$ cat config.mk
export PLATFORM = sky130hd
export DESIGN_NAME = multicycle_control_fsm
export DESIGN_NICKNAME = d
export VERILOG_FILES = /design/src/rtl/multicycle_control_fsm.sv
export SDC_FILE = /design/constraint.sdc
export NUM_CORES = 1
export LEC_CHECK = 0
export CORE_MARGIN = 10
export CORE_UTILIZATION = 32
export DETAILED_ROUTE_END_ITERATION = 10
export PLACE_DENSITY = 0.66
export RECOVER_POWER = 100
export SYNTH_ARGS = -nofsm -noshare
export SYNTH_HDL_FRONTEND = slang
export SYNTH_SLANG_ARGS = --single-unit
$ cat constraint.sdc
create_clock -name clk -period 1.9 [get_ports clk]
set_clock_uncertainty 0.05 [all_clocks]
set_input_delay 0.38 -clock clk [delete_from_list [all_inputs] [get_ports clk]]
set_output_delay 0.38 -clock clk [all_outputs]
set_load 0.01 [all_outputs]
$ cat src/rtl/multicycle_control_fsm.sv
// Sequencing controller for the multi-cycle RV32I core.
// Steps fetch/decode/execute/memory/writeback and guards memory waits with a timeout.
module multicycle_control_fsm #(
    parameter int MEM_TIMEOUT = 64,
    parameter int CNT_W       = 32
) (
    input  logic             clk,
    input  logic             reset,
    input  logic             run,
    output logic             imem_req,
    input  logic             imem_ready,
    output logic             ir_load,
    input  logic [1:0]       dec_rd_select,
    input  logic             dec_rf_write_en,
    input  logic             dec_mem_write_en,
    input  logic             branch_taken,
    output logic             dmem_req,
    output logic             dmem_we,
    input  logic             dmem_ready,
    output logic             pc_write_en,
    output logic             pc_src,
    output logic             rf_write_strobe,
    output logic [2:0]       state,
    output logic [CNT_W-1:0] instret,
    output logic             fault
);

    localparam int WAIT_W = (MEM_TIMEOUT > 2) ? $clog2(MEM_TIMEOUT) : 1;
    localparam logic [WAIT_W-1:0] WAIT_LAST = WAIT_W'(MEM_TIMEOUT - 1);

    typedef enum logic [2:0] {
        S_IDLE      = 3'd0,
        S_FETCH     = 3'd1,
        S_DECODE    = 3'd2,
        S_EXECUTE   = 3'd3,
        S_MEMORY    = 3'd4,
        S_WRITEBACK = 3'd5,
        S_FAULT     = 3'd6
    } state_t;

    state_t            state_q;
    state_t            state_d;
    logic [WAIT_W-1:0] wait_cnt;
    logic              taken_q;
    logic              is_mem;
    logic              waiting;
    logic              timed_out;

    // A load is recognised by its writeback source being the memory port.
    assign is_mem    = dec_mem_write_en
                     | (dec_rf_write_en & (dec_rd_select == 2'd1));
    assign waiting   = ((state_q == S_FETCH)  & ~imem_ready)
                     | ((state_q == S_MEMORY) & ~dmem_ready);
    assign timed_out = (wait_cnt == WAIT_LAST);
    assign state     = state_q;

    // State register.
    always_ff @(posedge clk) begin
        if (reset) begin
            state_q <= S_IDLE;
        end else begin
            state_q <= state_d;
        end
    end

    // Next-state and output decode; ready on the last wait cycle beats timeout.
    always_comb begin
        state_d         = state_q;
        imem_req        = 1'b0;
        ir_load         = 1'b0;
        dmem_req        = 1'b0;
        dmem_we         = 1'b0;
        pc_write_en     = 1'b0;
        pc_src          = 1'b0;
        rf_write_strobe = 1'b0;
        fault           = 1'b0;
        unique case (state_q)
            S_IDLE: begin
                if (run) begin
                    state_d = S_FETCH;
                end
            end
            S_FETCH: begin
                imem_req = 1'b1;
                ir_load  = imem_ready;
                if (imem_ready) begin
                    state_d = S_DECODE;
                end else if (timed_out) begin
                    state_d = S_FAULT;
                end
            end
            S_DECODE: begin
                state_d = S_EXECUTE;
            end
            S_EXECUTE: begin
                state_d = is_mem ? S_MEMORY : S_WRITEBACK;
            end
            S_MEMORY: begin
                dmem_req = 1'b1;
                dmem_we  = dec_mem_write_en;
                if (dmem_ready) begin
                    state_d = S_WRITEBACK;
                end else if (timed_out) begin
                    state_d = S_FAULT;
                end
            end
            S_WRITEBACK: begin
                pc_write_en     = 1'b1;
                pc_src          = taken_q;
                rf_write_strobe = dec_rf_write_en;
                state_d         = run ? S_FETCH : S_IDLE;
            end
            S_FAULT: begin
                fault = 1'b1;
            end
            default: begin
                state_d = S_IDLE;
            end
        endcase
    end

    // Wait counter: cleared on any state change, so every FETCH/MEMORY entry starts at 0.
    always_ff @(posedge clk) begin
        if (reset) begin
            wait_cnt <= '0;
        end else if (state_d != state_q) begin
            wait_cnt <= '0;
        end else if (waiting) begin
            wait_cnt <= wait_cnt + WAIT_W'(1);
        end
    end

    // Branch decision is only valid in EXECUTE, so hold it for WRITEBACK.
    always_ff @(posedge clk) begin
        if (reset) begin
            taken_q <= 1'b0;
        end else if (state_q == S_EXECUTE) begin
            taken_q <= branch_taken;
        end
    end

    // Retired-instruction counter, wraps naturally.
    always_ff @(posedge clk) begin
        if (reset) begin
            instret <= '0;
        end else if (state_q == S_WRITEBACK) begin
            instret <= instret + CNT_W'(1);
        end
    end

endmodule

Word level (Yosys, flattened, before mapping)

Cells that the tools add are included.

Bits in registers: 42
Bits of input ports: 10
Output and inout bits: 43
Word-level logic and storage cells: 39

Add/sub/neg operators: 2
Equality and inequality tests: 9
Multiplexer cells: 15
Bitwise gates (word level): 7
Reduce and logical (&&, ||, !) cells: 2

Operators by type and width:

| cell                                                             | number |
|---|---|
| 32-bit by 1-bit adder with 32-bit output (second input constant) | 1 |
| 3-bit case mux with 7 select lines                               | 1 |
| 3-bit 2-to-1 mux                                                 | 4 |
| 1-bit 2-to-1 mux                                                 | 10 |
| 3-bit == test (second input constant)                            | 3 |
| 6-bit by 1-bit adder with 6-bit output (second input constant)   | 1 |
| 3-bit by 2-bit == test with 1-bit output (second input constant) | 2 |
| 6-bit == test (second input constant)                            | 1 |
| 1-bit bitwise AND                                                | 3 |
| 3-bit by 1-bit == test with 1-bit output (second input constant) | 1 |
| 3-bit logical NOT                                                | 1 |
| 3-bit != test                                                    | 1 |
| 2-bit by 1-bit == test with 1-bit output (second input constant) | 1 |
| 1-bit inverter                                                   | 2 |
| 1-bit bitwise OR                                                 | 2 |
| 2-bit OR reduction                                               | 1 |

Longest topological paths before layout

Depth in word-level cells: 7
Depth in mapped cells: 7
Mapped depth without buffers: 6

Least setup slack after synthesis

Ideal clock, no wire load.

Path type: register to register
From: register state_q[2], in the netlist state[2]
To: register wait_cnt[4]
Setup time: 0.132 ns
Arrival: 1.465 ns
Data required time: 1.718 ns
Path slack: 0.253 ns
Cell stages (with the launch flop): 6
Buffers on the path: 0
Clock period less this slack: 1.647 ns
Cells stage by stage: dfxtp_1 > or3b_2 > a21oi_4 > and4_1 > xnor2_1 > nor2_1

Word-level cells in the longest chain between the ends: 5
Elaborated cells between the ends (all ways): 17
Those cells by class: eq/ne (7); mux (5); bitwise (3); reduce/logical (2)

RTL lines:

| what                                       | RTL line | source |
|---|---|---|
| start: declaration                         | 41       | `state_t state_q;` |
| start signal: assignment                   | 62       | `state_q <= state_d;` |
| 3-bit 2-to-1 mux                           | 88, 103  |  |
| 3-bit 2-to-1 mux, on equally long branches | 101, 86  |  |
| 3-bit case mux with 7 select lines         | 77       | `unique case (state_q)` |
| 3-bit != test                              | 126      | `end else if (state_d != state_q) begin` |
| 2-bit OR reduction (no line)               | -        |  |
| end signal: assignment                     | 129      | `wait_cnt <= wait_cnt + WAIT_W'(1);` |
| end: declaration                           | 43       | `logic [WAIT_W-1:0] wait_cnt;` |

Parallel ways exist; a longest one is shown, timed or not.
A chain may end at the register's enable or synchronous reset.

Worst setup path in the final report

From: register state_q[0], in the netlist state[0]
To: output port state[0]

RTL lines:

| what             | RTL line | source |
|---|---|---|
| end: declaration | 23       | `output logic [2:0] state,` |

No word-level cell between the ends.

==> impl_metrics.py <==
metrics = {
    "outcome": {
        "status": "finished, final reports clean",
    },
    "clock_network": {
        "clockBufferDepth": 2,
        "cts-root-buf": "clkbuf_8",
        "clock_sinks": 42,
        "cts_tree": "done",
        "worstSkewPairLatency_ns": 0.30,
        "clkSlewWorstSetupHoldPaths_ns": 0.07,
        "cts_max_level": 2,
        "cts_setup_buffers": 0,
        "numCtsBuffers": 5,
    },
    "setup_path": {
        "critPathLaunchType": "flip-flop",
        "crit_chain": "buf_4 > clkdlybuf4s50_1",
        "cpMaxStageDelayCell": "clkdlybuf4s50_1",
        "critPathRequiredTime_ns": 1.47,
        "worstSetupEndpointType": "primary output",
        "arrival_ns": 1.39,
        "r2r_slack_ns": 0.13,
        "criticalPathCategory": "flip-flop to primary output",
        "crit_fanout": 16,
        "cpPeakStageDelay_ns": 0.57,
    },
    "finish": {
        "fin_util_pct": 46.6,
        "layout_commonest_cell": "clkdlybuf4s50_1",
        "syn2layout_area_growth_pct": 40.7,
        "diodes": 0,
        "drive_gt1_share_pct": 14.6,
        "nets": 334,
        "final_cell_count_no_fill": 400,
        "stdcell_area_um2": 2970,
        "mostFrequentLayoutCells": "43 x clkdlybuf4s50_1, 40 x nor2_1, 40 x dfxtp_1",
    },
    "global_routing": {
        "grt_use_total_pct": 10.5,
        "grt_max_degree": 35,
        "grt_pass1_vias": 1997,
        "grt-ovfl-total": 0,
        "grt_pass1_wl_um": 9090,
        "antenna_found_initial": 0,
    },
    "drt": {
        "drtIter0Drc": 76,
        "drcViolationCount": 0,
        "drt-total-wl_um": 5170,
        "vias": 1966,
        "avgViaCountPerCell": 4.92,
        "ant_nets": 0,
        "routedWlPerCell_um": 12.9,
        "first_pass_iters": 4,
    },
    "synth": {
        "ys_seq_area_share_pct": 39.8,
        "ys_warn_count": 0,
        "synth_area_per_cell_um2": 8.45,
        "postSynthCellCount": 250,
        "synth_area_um2": 2110,
        "postSynth.topFlopCell": "dfxtp_1",
        "synthTopCellsByArea": "dfxtp_1 40%, nor2_1 7.1%, xnor2_1 7.0%, xor2_1 5.8%, nand3_1 3.3%",
        "syn_nets": 262,
        "netlist.top_cell.by_area": "dfxtp_1",
        "synth_cell_types": 41,
        "synth_seq_cells": 42,
        "synthArstFlopShare_pct": 0,
        "synth_top_area_share_pct": 39.8,
        "synth-edff-count": 0,
    },
    "timing": {
        "tightest_slew_ns": 0.690,
        "fmax_mhz": 550,
        "rsz0062_at_grt": "yes",
        "slew_headroom_pct": 54.0,
        "finalHoldViolCount": 0,
        "setup_tns_ns": 0,
        "setup_viol_count_final": 0,
        "finalCriticalPeriod_ns": 1.82,
        "period_share_pct": 95.7,
        "report.final.slew_viol_count": 0,
    },
    "power": {
        "fin_total_pwr_uw": 1820,
        "leakagePower_uw": 0.00111,
        "peakVddDrop_uv": 362,
        "p_per_area_nw_per_um2": 614,
    },
    "placement": {
        "placedCellCount": 392,
        "place.gp.congestion": 0.797,
        "post_dp_cell_area_um2": 2870,
        "hpwl_um": 3970,
        "portBuffers": 52,
    },
    "floorplan": {
        "die_h_um": 101,
        "core_um2": 6390,
        "num_rows": 29,
        "ios": 53,
        "fp.dieArea_um2": 10300,
        "die_w_um": 101,
        "start_util_pct": 33.1,
    },
    "flow_run": {
        "cap_violations": 0,
    },
    "worst_hold_path": {
        "hp-class": "flip-flop to flip-flop",
    },
}
## worst paths after layout
check | from | cells past startpoint | end
worst max-delay path | state[0] | 2 | state[0]
worst min-delay path | taken_q | 2 | taken_q
worst max register to register | instret[18] | 5 | instret[31]
worst min register to register | taken_q | 2 | taken_q
## kinds of logic (layout without fill, tap and decap cells)
group | count (synthesis) | count (layout) | synth area share, %
DFF | 42 | 42 | 39.8
and+or+nand+nor | 128 | 128 | 33.1
AOI/OAI and AO/OA | 25 | 25 | 7.40
buffers and inverters | 19 | 92 | 4.26
muxes | 3 | 3 | 1.42
xor gates and xnor gates | 31 | 31 | 12.8
adders and majority gates | 2 | 2 | 1.18
## synth_stat cells, drive strengths merged (5+ instances only)
cell / number
dfxtp: 42
nor2: 40
xnor2: 17
nand2: 15
nand3: 14
xor2: 14
nand4: 13
a21oi: 11
and3: 11
nor3: 9
buf: 8
o21ai: 7
inv: 6
and4: 5
## sequential cells by signal, summed over array words and instances, names as in the netlist
name	cells
state	3
instret	32
taken_q	1
wait_cnt	6
## power breakdown
| group | switching, µW | internal (µW) |
|---|---|---|
| clock network | 311 | 392 |
| registers | 9.73 | 891 |
| logic | 108 | 112 |
| total | 429 | 1400 |
## per-stage QoR
step                      setup slack [ns]  hold WS (ns)
after detailed placement            -0.172         0.430
after floorplan                      0.253         0.405
after CTS                           0.0354         0.449
final                               0.0819         0.438
after global routing              -0.00142         0.472
after global placement              -0.150         0.424
## per-layer routing
metal	share of wire, %	vias up	track usage, %
met5	0	-	0
met4	0.85	0	2.36
met3	10	6	5.58
met2	43	47	16.7
met1	46	896	12.3
li1	-	1017	-
## final cells by class
type | instances | area (µm²)
flip-flops and latches | 42 | 843
clock inverters | 2 | 37.5
inverters | 6 | 22.5
multi-input cells | 189 | 1180
well taps | 77 | 96.3
clock buffers | 6 | 72.6
repair buffers | 78 | 717
fillers | 640 | 3410
## critical path, delay by kind of cell, from the launching register on
family   cells  cell delay [ns]
buf+inv      2             0.78
flops        1             0.33
## what timing repair did
action / 4_1_cts / 5_1_grt
pin swaps: 0 / 0
gates resized for setup: 10 / 7
gates cloned: 0 / 0
hold buffers: 0 / 0
endpoints found under the setup margin: 8 / 16
Note: power is estimated with default switching activity, not from simulation.
